`src/rtl/stream_src_p4_if.sv`:
```
// Read side of the kernel input ap_fifo lanes: data, not-empty flags and pop strobes.
// The source drives data and flags. The kernel drives the pop strobes.
interface stream_src_p4_if #(
    parameter int LANES  = 4,
    parameter int DATA_W = 32
);
    logic [LANES*DATA_W-1:0] in_dout;
    logic [LANES-1:0]        in_empty_n;
    logic [LANES-1:0]        in_read;

    modport master (
        output in_dout,
        output in_empty_n,
        input  in_read
    );

    modport slave (
        input  in_dout,
        input  in_empty_n,
        output in_read
    );
endinterface

```
`src/rtl/stream_src_p4.sv`:
```
// Multi-lane ap_fifo stimulus source: each lane serves a fixed number of Galois-LFSR words
// to the kernel. Completion is reported by a sticky done flag and underflow by a sticky err flag.
module stream_src_p4 #(
    parameter int                LANES  = 4,
    parameter int                DATA_W = 32,
    parameter int                CNT_W  = 16,
    parameter logic [DATA_W-1:0] SEED   = 32'h00000001,
    parameter logic [DATA_W-1:0] POLY   = 32'h80200003
) (
    input  logic              ap_clk,
    input  logic              ap_rst_n,
    input  logic              start,
    input  logic [CNT_W-1:0]  words,
    stream_src_p4_if.master   bus,
    output logic              busy,
    output logic              done,
    output logic              err
);

    typedef enum logic {
        IDLE = 1'b0,
        RUN  = 1'b1
    } state_t;

    state_t            state_q, state_d;
    logic [DATA_W-1:0] lfsr_q [LANES];
    logic [DATA_W-1:0] lfsr_d [LANES];
    logic [CNT_W-1:0]  rem_q  [LANES];
    logic [CNT_W-1:0]  rem_d  [LANES];
    logic [LANES-1:0]  empty_n_q, empty_n_d;
    logic              busy_q, busy_d;
    logic              done_q, done_d;
    logic              err_q, err_d;
    logic [LANES-1:0]  pop;
    logic [LANES-1:0]  under;
    logic              all_drained;

    function automatic logic [DATA_W-1:0] lfsr_step(input logic [DATA_W-1:0] v);
        return (v >> 1) ^ (v[0] ? POLY : '0);
    endfunction

    function automatic logic [DATA_W-1:0] lane_seed(input int lane);
        return SEED + DATA_W'(lane);
    endfunction

    always_comb begin
        state_d     = state_q;
        busy_d      = busy_q;
        done_d      = done_q;
        empty_n_d   = '0;
        all_drained = 1'b1;
        for (int i = 0; i < LANES; i++) begin
            lfsr_d[i] = lfsr_q[i];
            rem_d[i]  = rem_q[i];
        end

        // A pop needs a visible word; any other read is an underflow and changes nothing else.
        pop   = bus.in_read & empty_n_q;
        under = bus.in_read & ~empty_n_q;
        err_d = err_q | (|under);

        case (state_q)
            IDLE: begin
                if (start) begin
                    // Clearing on start wins over a read landing on the same edge.
                    err_d  = 1'b0;
                    done_d = (words == '0);
                    for (int i = 0; i < LANES; i++) begin
                        lfsr_d[i] = lane_seed(i);
                        rem_d[i]  = words;
                    end
                    if (words != '0) begin
                        state_d   = RUN;
                        busy_d    = 1'b1;
                        empty_n_d = '1;
                    end
                end
            end
            RUN: begin
                for (int i = 0; i < LANES; i++) begin
                    if (pop[i]) begin
                        rem_d[i]  = rem_q[i] - 1'b1;
                        lfsr_d[i] = lfsr_step(lfsr_q[i]);
                    end
                    if (rem_d[i] != '0) begin
                        empty_n_d[i] = 1'b1;
                        all_drained  = 1'b0;
                    end
                end
                if (all_drained) begin
                    state_d = IDLE;
                    busy_d  = 1'b0;
                    done_d  = 1'b1;
                end
            end
            default: begin
                state_d = IDLE;
                busy_d  = 1'b0;
            end
        endcase
    end

    always_ff @(posedge ap_clk or negedge ap_rst_n) begin
        if (!ap_rst_n) begin
            state_q   <= IDLE;
            busy_q    <= 1'b0;
            done_q    <= 1'b0;
            err_q     <= 1'b0;
            empty_n_q <= '0;
            for (int i = 0; i < LANES; i++) begin
                lfsr_q[i] <= lane_seed(i);
                rem_q[i]  <= '0;
            end
        end else begin
            state_q   <= state_d;
            busy_q    <= busy_d;
            done_q    <= done_d;
            err_q     <= err_d;
            empty_n_q <= empty_n_d;
            for (int i = 0; i < LANES; i++) begin
                lfsr_q[i] <= lfsr_d[i];
                rem_q[i]  <= rem_d[i];
            end
        end
    end

    for (genvar g = 0; g < LANES; g++) begin : g_dout
        assign bus.in_dout[g*DATA_W +: DATA_W] = lfsr_q[g];
    end

    assign bus.in_empty_n = empty_n_q;
    assign busy           = busy_q;
    assign done           = done_q;
    assign err            = err_q;

endmodule

```
`src/flat_wrapper.sv`:
```
// flat-port wrapper written by rule: the top's interface ports become plain ports
module stream_src_p4_flat 
#(
    parameter int                LANES  = 4,
    parameter int                DATA_W = 32,
    parameter int                CNT_W  = 16,
    parameter logic [DATA_W-1:0] SEED   = 32'h00000001,
    parameter logic [DATA_W-1:0] POLY   = 32'h80200003
)
  (ap_clk, ap_rst_n, start, words, busy, done, err, bus_in_dout, bus_in_empty_n, bus_in_read);
  stream_src_p4_if #(.LANES(LANES), .DATA_W(DATA_W)) bus_i ();
  input  logic ap_clk;
  input  logic ap_rst_n;
  input  logic start;
  input  logic [CNT_W-1:0] words;
  output logic busy;
  output logic done;
  output logic err;
  output wire logic [$bits(bus_i.in_dout)-1:0] bus_in_dout;
  output wire logic [$bits(bus_i.in_empty_n)-1:0] bus_in_empty_n;
  input wire logic [$bits(bus_i.in_read)-1:0] bus_in_read;
  assign bus_in_dout = bus_i.in_dout;
  assign bus_in_empty_n = bus_i.in_empty_n;
  assign bus_i.in_read = bus_in_read;
  stream_src_p4 #(.LANES(LANES), .DATA_W(DATA_W), .CNT_W(CNT_W), .SEED(SEED), .POLY(POLY)) u_core (.ap_clk(ap_clk), .ap_rst_n(ap_rst_n), .start(start), .words(words), .bus(bus_i), .busy(busy), .done(done), .err(err));
endmodule
```
`config.mk`:
```
export PLATFORM = sky130hd
export DESIGN_NAME = stream_src_p4_flat
export DESIGN_NICKNAME = d
export VERILOG_FILES = /design/src/rtl/stream_src_p4_if.sv /design/src/rtl/stream_src_p4.sv /design/src/flat_wrapper.sv
export SDC_FILE = /design/constraint.sdc
export NUM_CORES = 1
export LEC_CHECK = 0
export ABC_AREA = 0
export BUFFER_PORTS_ARGS = -buffer_cell sky130_fd_sc_hd__buf_4
export CORE_UTILIZATION = 52
export DETAILED_ROUTE_END_ITERATION = 16
export PLACE_DENSITY = 0.79
export SETUP_SLACK_MARGIN = 0.1
export SLEW_MARGIN = 20
export SYNTH_ARGS = -nofsm -noshare
export SYNTH_HDL_FRONTEND = slang
export SYNTH_SLANG_ARGS = --single-unit
```
`constraint.sdc`:
```
create_clock -name ap_clk -period 2.4 [get_ports ap_clk]
set_clock_uncertainty 0.1 [all_clocks]
set_input_delay 0.48 -clock ap_clk [delete_from_list [all_inputs] [get_ports ap_clk]]
set_output_delay 0.48 -clock ap_clk [all_outputs]
set_load 0.05 [all_outputs]
```
==> impl_metrics.env, run 1 <==
export IMPL_status="complete, no violations"
export IMPL_post_route_util_pct=67.1
export IMPL_setup_viol=0
export IMPL_multiInputGateArea_um2=4790
export IMPL_gr_usage_met1_pct=38.7
export IMPL_holdWs_ps=218
export IMPL_drive_above_1_share_pct=24.0
export IMPL_mostFrequentLayoutCells="nand2_1 (283), buf_4 (210), dfrtp_1 (186)"
export IMPL_leakage_nw=5.95
export IMPL_dr_pass1_iters=5
export IMPL_synth_compound_area_share_pct=12.5
export IMPL_share_comb_of_total_power_pct=44.2
export IMPL_post_dp_cell_area_um2=11600
export IMPL_register_area_um2=5020
export IMPL_ys_seq_area_share_pct=50.5
export IMPL_clockBufferDepth=2
export IMPL_viasPerCell=5.87
export IMPL_area_growth_pct=26.5
export IMPL_internal_power_mw=8.54
export IMPL_worstSkewPairLatency_ps=440
export IMPL_setup_ws_ps=109
export IMPL_synth_edf_count=0
export IMPL_vdd_drop_max_v=0.00104
export IMPL_synthMuxAreaShare_pct=1.01
export IMPL_worstPathRequired_ps=2590
export IMPL_grt_use_total_pct=28.3
export IMPL_path_class="flip-flop to flip-flop"
export IMPL_grt_max_degree=130
export IMPL_slew_viol_final=0
export IMPL_hold_viol=0
export IMPL_synthXorXnorAreaFrac_pct=4.59
export IMPL_syn_area_um2=9930
export IMPL_power_density_nw_per_um2=1270
export IMPL_cts_inserted_buffers=17
export IMPL_initial_utilization_pct=53.1
export IMPL_synth_top_family_by_area="simple AND/OR/NAND/NOR gates"
export IMPL_ys_ff_latch=200
export IMPL_p_seq_share_pct=36.8
export IMPL_overflow=0
export IMPL_dp_hpwl_um=18300
export IMPL_layout_commonest_cell="nand2_1"
export IMPL_cts_tree="built"
export IMPL_min_path_cells=2
export IMPL_r2r_cells=7
export IMPL_drc=0
export IMPL_design_area_um2=12600
export IMPL_fmax_mhz=436
export IMPL_syn_inst=1142
export IMPL_h_tree_depth=4
export IMPL_hold_path_class="input pin to flip-flop"
export IMPL_crit_arrival_ps=2480
export IMPL_yosysWarnings=0
export IMPL_period_needed_ps=2290
export IMPL_instances_no_fill=1552
export IMPL_min_period_over_period_pct=95.5
export IMPL_wl_um=27500
export IMPL_core_area_um2=18700
export IMPL_place_congestion=0.929
export IMPL_total_power_mw=16.0
export IMPL_die_area_um2=19600
export IMPL_die_y_um=140
export IMPL_timing_setup_tns_ps=0
export IMPL_port_buffers=157
export IMPL_grt_pass1_wl_um=44100
export IMPL_yosys_area_share_adder_pct=0.504
export IMPL_clock_sinks=200
export IMPL_p_switching_mw=7.44
export IMPL_start_kind="flip-flop"
export IMPL_dp_cells=1503
export IMPL_drt_initial_drc_count=755
export IMPL_cts_root_buf="clkbuf_16"
export IMPL_end_kind="flip-flop"
export IMPL_ant_nets=0
export IMPL_pwr_share_clk_pct=19.0
export IMPL_grt_busiest_layer="met2"
export IMPL_cap_violations=0
export IMPL_grt_util_met3_pct=6.70
export IMPL_grt_pass1_vias=8470
export IMPL_syn_avg_cell_area_um2=8.69
export IMPL_io_pins=158
export IMPL_grt_antenna_before_repair=0
export IMPL_avgRoutedWirePerCell_um=17.7
export IMPL_diodes=0
export IMPL_dieWidth_um=140
export IMPL_nNetsFinal=1332
export IMPL_ys_async_sr_fraction_pct=100
export IMPL_syn_nets=1169
export IMPL_pre_cts_slack_ps=5.84
export IMPL_cp_max_fo=6
export IMPL_clk_pin_slew_ps=80
export IMPL_synth_ff_type="dfrtp_1"
export IMPL_met2_usage_pct=44.1
export IMPL_yosysUniqueCellTypes=70
export IMPL_vias=9106
export IMPL_synthSimpleGateAreaFrac_pct=27.3
export IMPL_rsz0062_at_grt="true"
export IMPL_rows=50
export IMPL_tightest_slew_ps=746
export IMPL_synth_area_top_cells="dfrtp_1 (49%), nand2_1 (11%), o21ai_0 (5.7%)"
export IMPL_nFillCells=1454
export IMPL_synth_top_area_share_pct=49.2
export IMPL_maxSlewHeadroom_pct=50.3
export IMPL_yosysTopAreaCell="dfrtp_1"
export IMPL_power_share_switching_pct=46.6
[logic make-up (layout without fill, tap and decap cells)]
family	after synthesis	count (layout)
adder cells (fa/ha/maj)	4	4
AND/OR/NAND/NOR	574	574
buffers and inverters	95	271
flip-flops	200	200
multiplexers	10	10
XOR/XNOR	52	52
AO/OA/AOI/OAI	207	207
[layout make-up]
cell class                      instances  share of cell area [%]
Sequential cell                       200                    40.0
Tap cell                              234                    2.33
Clock inverter                         14                    1.52
Inverter                               19                   0.568
Timing Repair Buffer                  220                    14.0
Multi-Input combinational cell        847                    38.1
Clock buffer                           18                    3.50
[worst max-delay path: stages (launching register included)]
cell      delay, ps
dfrtp_1         440
or3_4           420
or4_4           430
a211oi_2        160
nand4_1         160
nor3_2          150
buf_4           170
a41oi_2         130
[cells in the mapped netlist, types with 3 or more instances]
cell type	instances
ha_1	4
a41oi_1	3
mux2i_1	10
dfrtp_1	195
nand4_1	7
dfstp_2	5
o21ai_0	114
o211ai_1	3
or4_1	7
xnor2_1	34
nand2_1	285
nor2_1	53
nor4_1	13
o21a_1	5
nor3_1	17
buf_1	7
nand2b_1	17
nor2b_1	14
and4_1	4
xor2_1	18
nor3b_1	3
inv_1	19
nand3b_1	4
a31oi_1	8
a221o_1	3
and3_1	3
nor4bb_1	3
nand3_1	109
and2_1	4
a32oi_1	3
o31ai_1	5
a21oi_1	24
clkbuf_1	65
a211oi_1	17
or3_1	9
[power by group through the flow]
stage | Combinational, mW | Sequential, mW | Clock [mW]
5_1_grt | 7.55 | 6.05 | 3.22
3_3_place_gp | 6.62 | 5.80 | 0
2_1_floorplan | 2.40 | 7.93 | 0
3_5_place_dp | 6.75 | 5.83 | 0
6_report | 7.05 | 5.88 | 3.04
4_1_cts | 6.77 | 5.80 | 3.09
[per-layer routing]
layer | share of wire, % | vias to the layer above
met5 | 0 | -
met4 | 2.7 | 0
met3 | 6.2 | 53
met2 | 47 | 303
met1 | 44 | 4497
li1 | - | 4253
[repair_timing]
action,CTS,global route
hold buffers,1,0
pin swaps,3,15
endpoints found under the setup margin,4,14
setup buffers,2,14
gates resized for setup,6,46
endpoints found under the hold margin,39,0
[path summary, 6_finish.rpt]
path | from | end | slack [ps]
setup reg to reg | u_core.rem_q[57] | u_core.busy | 110
hold reg to reg | u_core.bus.in_dout[62] | u_core.bus.in_dout[61] | 390
hold / removal | words[10] | u_core.rem_q[26] | 220
setup / recovery | u_core.rem_q[57] | u_core.busy | 110
min in group asynchronous | ap_rst_n | u_core.rem_q[6] | 510
max in group asynchronous | ap_rst_n | u_core.bus.in_dout[0] | 950
[state kept, by name, summed over array words and instances, names as in the netlist]
| register | count |
|---|---|
| u_core.bus.in_dout | 128 |
| u_core.rem_q | 64 |
| u_core.bus.in_empty_n | 4 |
| u_core.busy | 1 |
| u_core.done | 1 |
| u_core.err | 1 |
| u_core.state_q | 1 |
(Power assumes the default switching activity.)
==> run 2, diff against run 1 <==
--- a/config.mk
+++ b/config.mk
@@ -9,6 +9,7 @@
 export BUFFER_PORTS_ARGS = -buffer_cell sky130_fd_sc_hd__buf_4
 export CORE_UTILIZATION = 52
 export DETAILED_ROUTE_END_ITERATION = 16
+export GPL_TIMING_DRIVEN = 0
 export PLACE_DENSITY = 0.79
 export SETUP_SLACK_MARGIN = 0.1
 export SLEW_MARGIN = 20
==> run 2 against run 1 <==
First-iteration DRC count grew 47%. Sequential share of layout area shrank 0.19 points. Largest power group unchanged. Non-clock buffer count grew 43. Via count grew 4.4%. Cell count grew 2.8%. Register-to-register slack lost 40 ps.
==> impl_metrics.env, run 2 (same netlist as run 1, synthesis figures left out) <==
export IMPL_cap_violations=0
export IMPL_place_congestion=0.963
export IMPL_leakage_nw=5.94
export IMPL_dr_max_layer_used="met4"
export IMPL_die_y_um=140
export IMPL_design_area_um2=12600
export IMPL_min_period_over_period_pct=97.3
export IMPL_rows=50
export IMPL_multiInputGateArea_um2=4850
export IMPL_wl_met1_um=12500
export IMPL_largest_reg_flops=128
export IMPL_nFillCells=1455
export IMPL_cp_num_buf_inv=1
export IMPL_h_tree_depth=4
export IMPL_clk_pin_slew_ps=80
export IMPL_cp_max_fo=6
export IMPL_area_growth_pct=27.1
export IMPL_status="complete, no violations"
export IMPL_viasPerCell=5.96
export IMPL_hold_viol=0
export IMPL_dp_hpwl_um=20100
export IMPL_grt_use_total_pct=30.7
export IMPL_drc=0
export IMPL_nNetsFinal=1375
export IMPL_holdCritStartpoint="words[11]"
export IMPL_hold_path_class="input pin to flip-flop"
export IMPL_crit_chain="buf_4, and4bb_1, nand2_1, or4_1, nand3_1, nor3_2, a41o_1"
export IMPL_grt_pass1_vias=8920
export IMPL_holdWs_ps=219
export IMPL_avgRoutedWirePerCell_um=18.8
export IMPL_rsz0062_at_grt="true"
export IMPL_maxSlewHeadroom_pct=47.6
export IMPL_drt_initial_drc_count=1113
export IMPL_cts_inserted_buffers=17
export IMPL_initial_utilization_pct=53.1
export IMPL_vias=9503
export IMPL_grt_max_degree=92
export IMPL_tightest_slew_ps=776
export IMPL_crit_arrival_ps=2570
export IMPL_ant_nets=0
export IMPL_crit_slowest_cell="or4_1"
export IMPL_fmax_mhz=428
export IMPL_slew_viol_final=0
export IMPL_dieWidth_um=140
export IMPL_cp_startpoint="u_core.rem_q[0]"
export IMPL_wl_um=29900
export IMPL_wl_met3_um=2540
export IMPL_worstPathRequired_ps=2630
export IMPL_mostFrequentLayoutCells="nand2_1 (284), buf_4 (186), dfrtp_1 (186)"
export IMPL_clockBufferDepth=2
export IMPL_core_area_um2=18700
export IMPL_diodes=0
export IMPL_drive_above_1_share_pct=22.8
export IMPL_overflow=0
export IMPL_power_density_nw_per_um2=1270
export IMPL_io_pins=158
export IMPL_slowest_delay_ps=520
export IMPL_post_dp_cell_area_um2=11500
export IMPL_vdd_drop_max_v=0.000931
export IMPL_path_class="flip-flop to flip-flop"
export IMPL_layout_commonest_cell="nand2_1"
export IMPL_clock_sinks=200
export IMPL_dr_pass1_iters=6
export IMPL_cp_top_family="simple AND/OR/NAND/NOR gates"
export IMPL_cts_tree="built"
export IMPL_cts_root_buf="clkbuf_16"
export IMPL_worstSkewPairLatency_ps=450
export IMPL_setup_viol=0
export IMPL_die_area_um2=19600
export IMPL_grt_pass1_wl_um=47300
export IMPL_port_buffers=156
export IMPL_start_kind="flip-flop"
export IMPL_period_needed_ps=2340
export IMPL_register_area_um2=5020
export IMPL_grt_antenna_before_repair=0
export IMPL_end_kind="flip-flop"
export IMPL_r2r_start="u_core.rem_q[0]"
export IMPL_met2_length_um=13800
run 2: cell count changes in the layout (fill, tap and decap cells not counted), moves of 3 or more:
| cell | change |
|---|---|
| buf_1 | +6 |
| xnor2_1 | -3 |
| or4_4 | +4 |
| nor4_1 | -3 |
| clkbuf_2 | +11 |
| xnor2_2 | +3 |
| buf_12 | -7 |
| buf_4 | -24 |
| clkbuf_1 | +49 |
| buf_2 | +3 |
run 2: per-layer routing:
| layer | GRT usage (%) | vias up |
|---|---|---|
| met4 | 12.1 | 0 |
| met5 | 0 | - |
| met2 | 47.4 | 458 |
| met1 | 42.0 | 4607 |
| met3 | 7.25 | 85 |
| li1 | - | 4353 |
run 2: report_power, final:
group          internal [mW]  switching [mW]
Clock                   1.39            1.47
Combinational           2.50            4.83
Sequential              4.57            1.28
Total                   8.45            7.58
run 2: per-stage QoR:
step | power (mW) | TNS (ps) | utilization (%) | setup WS (ps) | cells
floorplan | 10.3 | 0 | - | 119 | 1142
global placement | 12.3 | -145970 | 60.9 | -870 | 1532
detailed placement | 12.5 | -21040 | 61.2 | -471 | 1534
CTS | 15.6 | 0 | 65.6 | 66.3 | 1577
global route | 16.8 | 0 | 67.4 | 3.70 | 1595
finish | 16.0 | 0 | 67.4 | 64.0 | 1595
run 2: final cells by class:
cell class	count	share of cell area, %
inverter	19	0.565
buffer	73	2.55
sequential	200	39.8
clock inverter	15	1.24
tap	234	2.32
multi-input combinational	847	38.5
clock buffer	17	3.37
timing repair buffer	190	11.7
run 2: final timing paths:
| path | depth (start not counted) | slack, ps | endpoint |
|---|---|---|---|
| worst max-delay path | 7 | 60 | u_core.done |
| worst min-delay path | 3 | 220 | u_core.rem_q[27] |
| worst max register to register | 7 | 60 | u_core.done |
| worst min register to register | 2 | 400 | u_core.bus.in_dout[70] |
| max in group asynchronous | 3 | 1090 | u_core.bus.in_dout[33] |
| min in group asynchronous | 2 | 370 | u_core.rem_q[55] |
run 2: worst reg2reg max path, delay by kind of cell, from the launching register on:
family                 cells  cell delay [ps]
flip-flops                 1              410
buffers and inverters      1              150
AND/OR/NAND/NOR            5             1330
AO/OA/AOI/OAI              1              250
run 2: timing repair:
item,CTS,global route
gates cloned,0,0
setup buffers,12,19
endpoints found under the hold margin,22,0
setup endpoints to repair,130,102
gates resized for setup,44,50
hold buffers,1,0
pin swaps,11,18
